### src/rtl/aes_bist_ctrl.sv
// rtl/aes_bist_ctrl.sv - BIST engine for the 8-bit AES core: LFSR patterns, MISR compaction, golden compare
module aes_bist_ctrl #(
  parameter int               WIDTH        = 8,
  parameter logic [WIDTH-1:0] LFSR_TAPS    = 8'b0110_0011,
  parameter logic [WIDTH-1:0] MISR_TAPS    = 8'b0110_0011,
  parameter logic [WIDTH-1:0] KEY_SEED     = 8'hA5,
  parameter logic [WIDTH-1:0] DATA_SEED    = 8'h0F,
  parameter int               NUM_PATTERNS = 256,
  parameter int               DUT_LATENCY  = 10,
  parameter logic [WIDTH-1:0] GOLDEN_SIG   = 8'hC0
) (
  input  logic             clk,
  input  logic             rst,
  input  logic             start,
  input  logic [WIDTH-1:0] data_out,
  output logic [WIDTH-1:0] key_in,
  output logic [WIDTH-1:0] data_in,
  output logic             pattern_valid,
  output logic [WIDTH-1:0] sig,
  output logic             busy,
  output logic             done,
  output logic             pass
);

  localparam int CW = $clog2(NUM_PATTERNS + 1);
  // A zero-latency build has no DRAIN phase; keep a 1-bit counter so the width stays legal.
  localparam int DW = (DUT_LATENCY > 0) ? $clog2(DUT_LATENCY + 1) : 1;
  localparam logic [CW-1:0] CNT_LAST   = CW'(NUM_PATTERNS - 1);
  localparam logic [DW-1:0] DRAIN_LAST = DW'((DUT_LATENCY > 0) ? DUT_LATENCY - 1 : 0);

  typedef enum logic [2:0] {
    S_IDLE    = 3'd0,
    S_RUN     = 3'd1,
    S_DRAIN   = 3'd2,
    S_COMPARE = 3'd3,
    S_DONE    = 3'd4
  } state_t;

  state_t            state;
  state_t            state_nxt;
  logic [CW-1:0]     pat_cnt;
  logic [DW-1:0]     drain_cnt;
  logic [WIDTH-1:0]  key_q;
  logic [WIDTH-1:0]  data_q;
  logic [WIDTH-1:0]  sig_q;
  logic              done_q;
  logic              pass_q;
  logic              load;
  logic              last_pat;
  logic              misr_en;

  function automatic logic [WIDTH-1:0] lfsr_step(input logic [WIDTH-1:0] q);
    return {q[WIDTH-2:0], ^(q & LFSR_TAPS)};
  endfunction

  function automatic logic [WIDTH-1:0] misr_step(input logic [WIDTH-1:0] q);
    return {q[WIDTH-2:0], ^(q & MISR_TAPS)};
  endfunction

  assign last_pat = pattern_valid && (pat_cnt == CNT_LAST);

  // State register
  always_ff @(posedge clk) begin
    if (rst) begin
      state <= S_IDLE;
    end else begin
      state <= state_nxt;
    end
  end

  // Next-state logic: start is only honoured from IDLE or DONE
  always_comb begin
    state_nxt = state;
    case (state)
      S_IDLE, S_DONE: begin
        if (start) state_nxt = S_RUN;
      end
      S_RUN: begin
        if (last_pat) state_nxt = (DUT_LATENCY == 0) ? S_COMPARE : S_DRAIN;
      end
      S_DRAIN: begin
        if (drain_cnt == DRAIN_LAST) state_nxt = S_COMPARE;
      end
      S_COMPARE: begin
        state_nxt = S_DONE;
      end
      default: begin
        state_nxt = S_IDLE;
      end
    endcase
  end

  // Output decode from the current state
  always_comb begin
    pattern_valid = 1'b0;
    busy          = 1'b0;
    load          = 1'b0;
    case (state)
      S_RUN:          begin pattern_valid = 1'b1; busy = 1'b1; end
      S_DRAIN:        busy = 1'b1;
      S_COMPARE:      busy = 1'b1;
      S_IDLE, S_DONE: load = start;
      default:        ;
    endcase
  end

  // Pattern generators: reload on start, step while presenting, hold on the last pattern
  always_ff @(posedge clk) begin
    if (rst || load) begin
      key_q  <= KEY_SEED;
      data_q <= DATA_SEED;
    end else if (pattern_valid && !last_pat) begin
      key_q  <= lfsr_step(key_q);
      data_q <= lfsr_step(data_q);
    end
  end

  // Pattern and drain counters, both wrapping back to zero at their last value
  always_ff @(posedge clk) begin
    if (rst || load) begin
      pat_cnt   <= '0;
      drain_cnt <= '0;
    end else begin
      if (pattern_valid) begin
        pat_cnt <= last_pat ? '0 : pat_cnt + 1'b1;
      end
      if (state == S_DRAIN) begin
        drain_cnt <= (drain_cnt == DRAIN_LAST) ? '0 : drain_cnt + 1'b1;
      end
    end
  end

  // Latency compensation: misr_en trails pattern_valid by the core's pipeline depth
  generate
    if (DUT_LATENCY == 0) begin : g_no_lat
      assign misr_en = pattern_valid;
    end else begin : g_lat
      localparam int LW = DUT_LATENCY;
      logic [LW-1:0] pipe;
      logic [LW-1:0] pv_ext;
      assign pv_ext  = LW'(pattern_valid);
      assign misr_en = pipe[LW-1];
      // Cleared shift pipe carrying pattern_valid toward the MISR
      always_ff @(posedge clk) begin
        if (rst) begin
          pipe <= '0;
        end else begin
          pipe <= (pipe << 1) | pv_ext;
        end
      end
    end
  endgenerate

  // Signature register: cleared on start, compacts core output only inside the window
  always_ff @(posedge clk) begin
    if (rst || load) begin
      sig_q <= '0;
    end else if (misr_en) begin
      sig_q <= misr_step(sig_q) ^ data_out;
    end
  end

  // Result flags: set in COMPARE, held through DONE, dropped by the next start
  always_ff @(posedge clk) begin
    if (rst || load) begin
      done_q <= 1'b0;
      pass_q <= 1'b0;
    end else if (state == S_COMPARE) begin
      done_q <= 1'b1;
      pass_q <= (sig_q == GOLDEN_SIG);
    end
  end

  assign key_in  = key_q;
  assign data_in = data_q;
  assign sig     = sig_q;
  assign done    = done_q;
  assign pass    = pass_q;

endmodule

### config.mk
export PLATFORM = sky130hd
export DESIGN_NAME = aes_bist_ctrl
export DESIGN_NICKNAME = d
export VERILOG_FILES = /design/src/rtl/aes_bist_ctrl.sv
export SDC_FILE = /design/constraint.sdc
export NUM_CORES = 1
export LEC_CHECK = 0
export BUFFER_PORTS_ARGS = -buffer_cell sky130_fd_sc_hd__buf_4
export CAP_MARGIN = 10
export CORE_ASPECT_RATIO = 1.75
export CORE_MARGIN = 4
export CORE_UTILIZATION = 50
export CTS_CLUSTER_DIAMETER = 100
export DETAILED_ROUTE_END_ITERATION = 6
export GPL_ROUTABILITY_DRIVEN = 0
export HOLD_SLACK_MARGIN = 0.1
export PLACE_DENSITY_LB_ADDON = 0.3
export SYNTH_ARGS = -nofsm -noshare
export SYNTH_HDL_FRONTEND = slang
export SYNTH_SLANG_ARGS = --single-unit
### constraint.sdc
create_clock -name clk -period 2.5 [get_ports clk]
set_input_delay 0.5 -clock clk [delete_from_list [all_inputs] [get_ports clk]]
set_output_delay 0.5 -clock clk [all_outputs]
set_load 0.005 [all_outputs]
# Word-level counts from Yosys, hierarchy flattened

Index checks and enable logic that the tools add are counted.

Logic and storage cells: 43
Bits of input ports: 11
Output and inout port bits: 28
Flip-flop bits (word level): 52

$add $sub $neg: 2
Mux-type cells: 9
Equal/unequal tests: 10
Bitwise logic cells: 2
Reductions and logical operators: 11

Operators with widths:

| operator                                      | count |
|---|---|
| parity 8 bit                                  | 3 |
| case mux 3 bit (4 select lines)               | 1 |
| bitwise OR 10 x 1 -> 10 bit                   | 1 |
| adder 9 x 1 -> 9 bit, second input constant   | 1 |
| == test 9 x 8 -> 1 bit, second input constant | 1 |
| two-way mux 3 bit                             | 3 |
| two-way mux 9 bit                             | 1 |
| == test 8 bit, second input constant          | 1 |
| XOR 8 bit                                     | 1 |
| == test 3 x 2 -> 1 bit, second input constant | 2 |
| adder 4 x 1 -> 4 bit, second input constant   | 1 |
| == test 4 bit, second input constant          | 1 |
| two-way mux 4 bit                             | 1 |
| != test 2 bit, second input constant          | 2 |
| == test 3 x 1 -> 1 bit, second input constant | 1 |
| == test 3 bit, second input constant          | 1 |
| zero test 3 bit                               | 1 |
| two-way mux 1 bit                             | 3 |
| AND reduction 3 bit                           | 1 |
| OR reduction 3 bit                            | 1 |
| logical AND 1 bit                             | 2 |
| != test 2 x 1 -> 1 bit, second input constant | 1 |
| OR reduction 2 bit                            | 1 |
| zero test 1 bit                               | 1 |
| logical OR 1 bit                              | 1 |

# Depth between registers and ports, before layout

Gate-level depths: netlist (run 1).

Depth after elaboration: 5
Mapped depth: 9
Gate-level depth less buffers: 6

# Least setup slack after synthesis (run 1)

OpenSTA, ideal clock, no wires.

Path kind: register to register
Start point: register pat_cnt[0]
End point: register key_q[1], in the netlist key_in[1]
Arrival time: 1,669 ps
Cell stages (with the launch flop): 7
Buffers on the path: 1
Slack: 764 ps
Setup time: 67 ps
Clock period less this slack: 1,736 ps
Path through: dfxtp_1 > ha_1 > nand4_1 > o31ai_2 > buf_6 > nand2_1 > a21oi_2

Word-level cells in the longest chain between the ends: 4

Ends and longest elaborated chain:

| item                   | RTL line | RTL |
|---|---|---|
| from (decl)            | 41       | `logic [CW-1:0] pat_cnt;` |
| from (signal assigned) | 125      | `pat_cnt <= last_pat ? '0 : pat_cnt + 1'b1;` |
| == test 9 x 8 -> 1 bit | 60       | `assign last_pat = pattern_valid && (pat_cnt == CNT_LAST);` |
| logical AND 1 bit      | 60       |  |
| zero test 1 bit        | 112      | `end else if (pattern_valid && !last_pat) begin` |
| logical AND 1 bit      | 112      |  |
| to (signal assigned)   | 113      | `key_q <= lfsr_step(key_q);` |
| to (decl)              | 43       | `logic [WIDTH-1:0] key_q;` |

Every way passes these cells.
A chain may end at the register's enable or synchronous reset.

# Worst setup path in the final report (run 1)

Start point: register state[0]
End point: output port pattern_valid

Word-level cells in the longest chain between the ends: 2

Ends and longest elaborated chain:

| item                   | RTL line | RTL |
|---|---|---|
| from (decl)            | 39       | `state_t state;` |
| from (signal assigned) | 67       | `state <= state_nxt;` |
| == test 3 x 1 -> 1 bit | 98       | `case (state)` |
| two-way mux 1 bit      | 98       |  |
| to (decl)              | 18       | `output logic pattern_valid,` |

Every way passes these cells.

==> results.json, run 1 <==
{
  "status": "complete, no violations",
  "final_hold_viol_count": 0,
  "syn_area_sq_um": 2130,
  "synth_fa_ha_area_share_pct": 1.18,
  "ioPinCount": 39,
  "grt_max_degree": 31,
  "post_cts_buffers": 0,
  "setup_tns_ps": 0,
  "endpoint_kind": "output port",
  "n_antenna_cell": 0,
  "fin_cells": 309,
  "synthMuxAreaShare_pct": 3.77,
  "yosysWarningCount": 0,
  "fp.dieW_microns": 57.3,
  "synth_seq_area_share_pct": 49.0,
  "ir_worst_vdd_v": 0.000504,
  "dieArea_sq_um": 5400,
  "holdPathStages": 1,
  "syn_inst": 224,
  "drc_errors": 0,
  "synthToLayoutAreaGrowth_pct": 17.6,
  "first_iter_violations": 49,
  "drtAntennaViolNets": 0,
  "powerDensity_nw_per_um2": 700,
  "maxCapViolCount": 0,
  "post-place-cells": 302,
  "post_cts_resized": 0,
  "synth_top_area_share_pct": 49.0,
  "grt_pass1_vias": 1565,
  "die_h_microns": 94.3,
  "grt_setup_unrepaired": "false",
  "cts_tree": "yes",
  "cp-start-kind": "flip-flop",
  "drt_pre_antenna_iters": 4,
  "initial_core_util_pct": 51.7,
  "synth-main-ff-cell": "dfxtp_1",
  "worst_pin_slew_ps": 733,
  "synthXorXnorAreaFrac_pct": 7.83,
  "overflow": 0,
  "rows": 31,
  "synth_compound_area_share_pct": 12.0,
  "crit_arrival_ps": 1600,
  "antenna_found_initial": 0,
  "async_flop_share_pct": 0,
  "worstReg2RegEnd": "key_in[7]$_SDFFE_PP1P_",
  "clockRootBuffer": "clkbuf_8",
  "syn_area_per_cell_sq_um": 9.49,
  "worstPathRequired_ps": 2000,
  "grt_use_total_pct": 16.1,
  "worstHoldPathType": "reg -> reg",
  "fmax_mhz": 476,
  "viasPerCell": 5.36,
  "r2r_start": "state[0]$_SDFFE_PP0P_",
  "io_buffers": 38,
  "synth_top_family_by_area": "simple AND/OR/NAND/NOR gates",
  "synth_nets": 237,
  "synth_simple_gate_area_share_pct": 20.8,
  "power.leakage_nw": 0.958,
  "synth-seq-cells": 52,
  "coreArea_sq_um": 4110,
  "grt_pass1_wl_mm": 6.87,
  "htreeDepth": 2,
  "reg2reg_slack_ps": 650,
  "cts.clk_slew.worst_paths_ps": 80,
  "nets": 273,
  "cts_buffer_depth": 2,
  "hpwl_mm": 2.86,
  "cts_sinks": 52,
  "fin_crit_sh_pct": 84.1,
  "clk_latency_ps": 290,
  "cp-startpoint": "state[0]$_SDFFE_PP0P_",
  "via_count": 1656,
  "synth_cell_types": 39,
  "synth_enable_flop_cells": 0,
  "synthTopCellsByArea": "dfxtp_1 (49%), xnor2_1 (5.8%), nor2_1 (4.8%), nand2_1 (4.2%), mux2i_1 (3.8%)",
  "worst-path-max-fanout": 9,
  "hold_buffers": 0,
  "wl_per_cell_microns": 12.8,
  "synth_top_area_cell": "dfxtp_1",
  "fin_crit_ps": 2100,
  "cts_buffers": 5,
  "worstHoldEndpoint": "g_lat.pipe[5]$_SDFF_PP0_",
  "slew_headroom_pct": 51.1,
  "detail_route.wirelength_mm": 3.96,
  "drive_gt1_share_pct": 19.6,
  "critPathKind": "reg -> out",
  "hold_path.startpoint": "g_lat.pipe[4]$_SDFF_PP0_",
  "reg2reg_depth": 5,
  "setup_violations": 0,
  "fin_skew_ps": 3.14,
  "slew_viol_final": 0
}
## flip-flops by register name (all words and copies together), names as in the netlist
register	count
g_lat.pipe	10
pat_cnt	9
data_in	8
key_in	8
sig	8
drain_cnt	4
state	3
done	1
pass	1
## per-layer routing
| metal | global-route usage, % | share of wire, % | vias up |
|---|---|---|---|
| met5 | 0 | 0 | - |
| met4 | 7.93 | 2.6 | 0 |
| met3 | 3.44 | 5.1 | 8 |
| met2 | 29.2 | 50 | 41 |
| met1 | 17.1 | 42 | 770 |
| li1 | - | - | 837 |
## Yosys cell counts (3+ instances only)
master    number
a311oi_1       3
a21oi_1       10
nand3_1        6
o21ai_0        5
buf_6          3
a211oi_1       9
nor2_1        27
inv_1          4
clkbuf_1       5
xnor2_1       14
xor2_1         5
nand4_1        3
dfxtp_1       52
mux2i_1        8
nor2b_1       11
nand3b_1       5
nor3_1         5
nand2_1       24
## worst max-delay path, cell delays in order (launching register included)
cell	delay [ps]
dfxtp_1	470
or3b_1	590
clkinv_8	130
buf_4	110
## power breakdown
part	total [mW]	switching (mW)	internal (mW)
Sequential	0.927	0.0519	0.876
Clock	0.492	0.246	0.247
Combinational	0.329	0.171	0.159
## through the flow
stage               power [mW]  util [%]  area [sq um]  setup slack (ps)  hold slack (ps)
floorplan                 1.20         -          2130               764              414
global placement          1.27      58.5          2400               714              422
detailed placement        1.28      58.5          2400               656              426
CTS                       1.77      60.8          2500               388              448
global route              1.84      60.8          2500               316              467
finish                    1.75      60.8          2500               399              440
## worst max-delay path by stage
stage,endpoint,slack [ps],depth (start not counted)
after floorplan,key_in[1]$_SDFFE_PP0P_,760,6
after global placement,key_in[7]$_SDFFE_PP1P_,710,5
after detailed placement,key_in[7]$_SDFFE_PP1P_,660,5
after CTS,pattern_valid,390,3
after global routing,pattern_valid,320,3
final,pattern_valid,400,3
## cell type report
class / count / area [sq um]
fillers: 375 / 1610
flip-flops and latches: 52 / 1040
multi-input cells: 156 / 970
repair buffers: 40 / 300
clock buffers: 7 / 96.3
well taps: 49 / 61.3
inverters: 5 / 31.3
## kinds of logic (layout without fill, tap and decap cells)
logic type	after synthesis	count (layout)
AO/OA/AOI/OAI	37	37
multiplexers	8	8
AND/OR/NAND/NOR	90	90
XOR/XNOR	19	19
flip-flops	52	52
adder cells (fa/ha/maj)	2	2
buffers and inverters	16	52
## cells in the final DEF, fill, tap and decap left out, drive strengths merged, types with 6 or more instances in the layout
| master | synthesis | final |
|---|---|---|
| dfxtp | 52 | 52 |
| buf | 6 | 40 |
| nor2 | 27 | 27 |
| nand2 | 24 | 24 |
| xnor2 | 14 | 14 |
| nor2b | 11 | 11 |
| a21oi | 11 | 11 |
| a211oi | 9 | 9 |
| mux2i | 8 | 8 |
| clkbuf | 5 | 7 |
| o21ai | 7 | 7 |
| nand3 | 6 | 6 |
Power figures use the tool's default switching activity.
==> inputs of run 2 (changes only) <==
--- a/config.mk
+++ b/config.mk
@@ -9,7 +9,7 @@
 export CAP_MARGIN = 10
 export CORE_ASPECT_RATIO = 1.75
 export CORE_MARGIN = 4
-export CORE_UTILIZATION = 50
+export CORE_UTILIZATION = 49
 export CTS_CLUSTER_DIAMETER = 100
 export DETAILED_ROUTE_END_ITERATION = 6
 export GPL_ROUTABILITY_DRIVEN = 0
==> constraint.sdc (replaced) <==
create_clock -name clk -period 1.92 [get_ports clk]
set_input_delay 0.384 -clock clk [delete_from_list [all_inputs] [get_ports clk]]
set_output_delay 0.384 -clock clk [all_outputs]
set_load 0.005 [all_outputs]
==> run 2 against run 1 <==
Against the previous run:
- setup slack got worse by 260 ps
- clock skew increased by 4.1 ps
- sequential share of layout area decreased by 1.7 points
- wire length increased by 7.2%
- clock power increased by 50%
- non-clock buffer count increased by 11
- die area increased by 1.8%
==> results.json, run 2 (same netlist as run 1, synthesis figures left out) <==
{
  "fin_crit_sh_pct": 92.8,
  "fin_skew_ps": 7.22,
  "slew_viol_final": 0,
  "drt_pre_antenna_iters": 4,
  "post-place-cells": 313,
  "total_power_mw": 2.41,
  "rows": 31,
  "final_cell_mix": "dfxtp_1 (52), buf_4 (51), nor2_1 (27)",
  "p_sw_mw": 0.657,
  "post_cts_resized": 1,
  "post_cts_buffers": 0,
  "switching_share_pct": 27.2,
  "n_antenna_cell": 0,
  "initial_core_util_pct": 51.2,
  "detail_route.wirelength_mm": 4.25,
  "fp.dieW_microns": 57.8,
  "cts_tree": "yes",
  "grt_pass1_vias": 1683,
  "clockRootBuffer": "clkbuf_8",
  "grt_setup_unrepaired": "false",
  "drc_errors": 0,
  "htreeDepth": 2,
  "powerDensity_nw_per_um2": 924,
  "viasPerCell": 5.32,
  "worst-path-max-fanout": 16,
  "wl_per_cell_microns": 13.2,
  "drive_gt1_share_pct": 23.5,
  "dpl_cell_area_sq_um": 2490,
  "cp-start-kind": "flip-flop",
  "status": "complete, no violations",
  "fin_crit_ps": 1780,
  "cts_buffers": 5,
  "first_iter_violations": 50,
  "drtAntennaViolNets": 0,
  "antenna_found_initial": 0,
  "hold_buffers": 0,
  "ioPinCount": 39,
  "overflow": 0,
  "nets": 284,
  "slew_headroom_pct": 53.8,
  "final_common_cell": "dfxtp_1",
  "grt_use_total_pct": 16.9,
  "setup_violations": 0,
  "grt_pass1_wl_mm": 7.20,
  "largest_reg_flops": 10,
  "holdWs_ps": 348,
  "power_frac_seq_pct": 49.4,
  "final_area_sq_um": 2610,
  "coreArea_sq_um": 4150,
  "crit_arrival_ps": 1990,
  "cts_buffer_depth": 2,
  "cts_sinks": 52,
  "die_h_microns": 95.1,
  "worstPathRequired_ps": 2130,
  "io_buffers": 38,
  "endpoint_kind": "flip-flop",
  "biggestRegsByFlops": "g_lat.pipe x10, pat_cnt x9",
  "worstHoldPathType": "in -> reg",
  "n_fill_cell": 364,
  "maxCapViolCount": 0,
  "clk_latency_ps": 300,
  "power.leakage_nw": 1.02,
  "critPathKind": "reg -> reg",
  "final_hold_viol_count": 0,
  "hpwl_mm": 2.99,
  "p_comb_share_pct": 20.0,
  "ir_worst_vdd_v": 0.000722,
  "synthToLayoutAreaGrowth_pct": 22.7,
  "grt_max_degree": 31,
  "dieArea_sq_um": 5500,
  "worst_pin_slew_ps": 692,
  "largest-register": "g_lat.pipe",
  "cts.clk_slew.worst_paths_ps": 90,
  "via_count": 1709,
  "fmax_mhz": 561,
  "p_int_mw": 1.75,
  "p_clk_share_pct": 30.6,
  "fin_cells": 321
}
run 2: worst max-delay path, cell delays in order (launching register included):
cell	delay, ps
dfxtp_1	340
ha_1	160
nand4_1	170
o31ai_4	650
o21ai_0	160
and3b_1	190
run 2: power by group through the flow:
stage               clock network [mW]  logic [mW]  registers (mW)
floorplan                            0       0.343            1.22
global placement                     0       0.470            1.22
detailed placement                   0       0.479            1.21
CTS                              0.757       0.484            1.19
global route                     0.799       0.532            1.20
finish                           0.737       0.483            1.19
run 2: metrics by stage:
stage / utilization (%) / setup slack (ps) / setup TNS (ps)
after floorplan: - / 184 / 0
after global placement: 59.9 / -114 / -215
after detailed placement: 59.9 / -168 / -640
after CTS: 62.8 / 13.5 / 0
after global routing: 62.9 / 42.2 / 0
final: 62.9 / 138 / 0
run 2: cell type report:
class	instances	area, sq um	share of cell area (%)
clock inverter	3	42.5	1.63
tap	49	61.3	2.35
timing repair buffer	51	383	14.7
clock buffer	5	68.8	2.64
sequential	52	1040	39.9
inverter	5	31.3	1.20
multi-input combinational	156	981	37.6
run 2: path summary, 6_finish.rpt:
check / endpoint / start / cells after the start / slack [ps]
hold reg to reg: g_lat.pipe[7]$_SDFF_PP0_ / g_lat.pipe[6]$_SDFF_PP0_ / 1 / 450
hold / removal: state[2]$_SDFFE_PP0P_ / rst / 2 / 350
setup / recovery: state[0]$_SDFFE_PP0P_ / pat_cnt[1]$_SDFFE_PP0P_ / 5 / 140
setup reg to reg: state[0]$_SDFFE_PP0P_ / pat_cnt[1]$_SDFFE_PP0P_ / 5 / 140
run 2: per-layer routing:
metal	global-route usage, %	routed length (microns)
met1	18.3	1780
met2	31.1	2180
met3	3.79	227
met4	6.38	55
met5	0	0
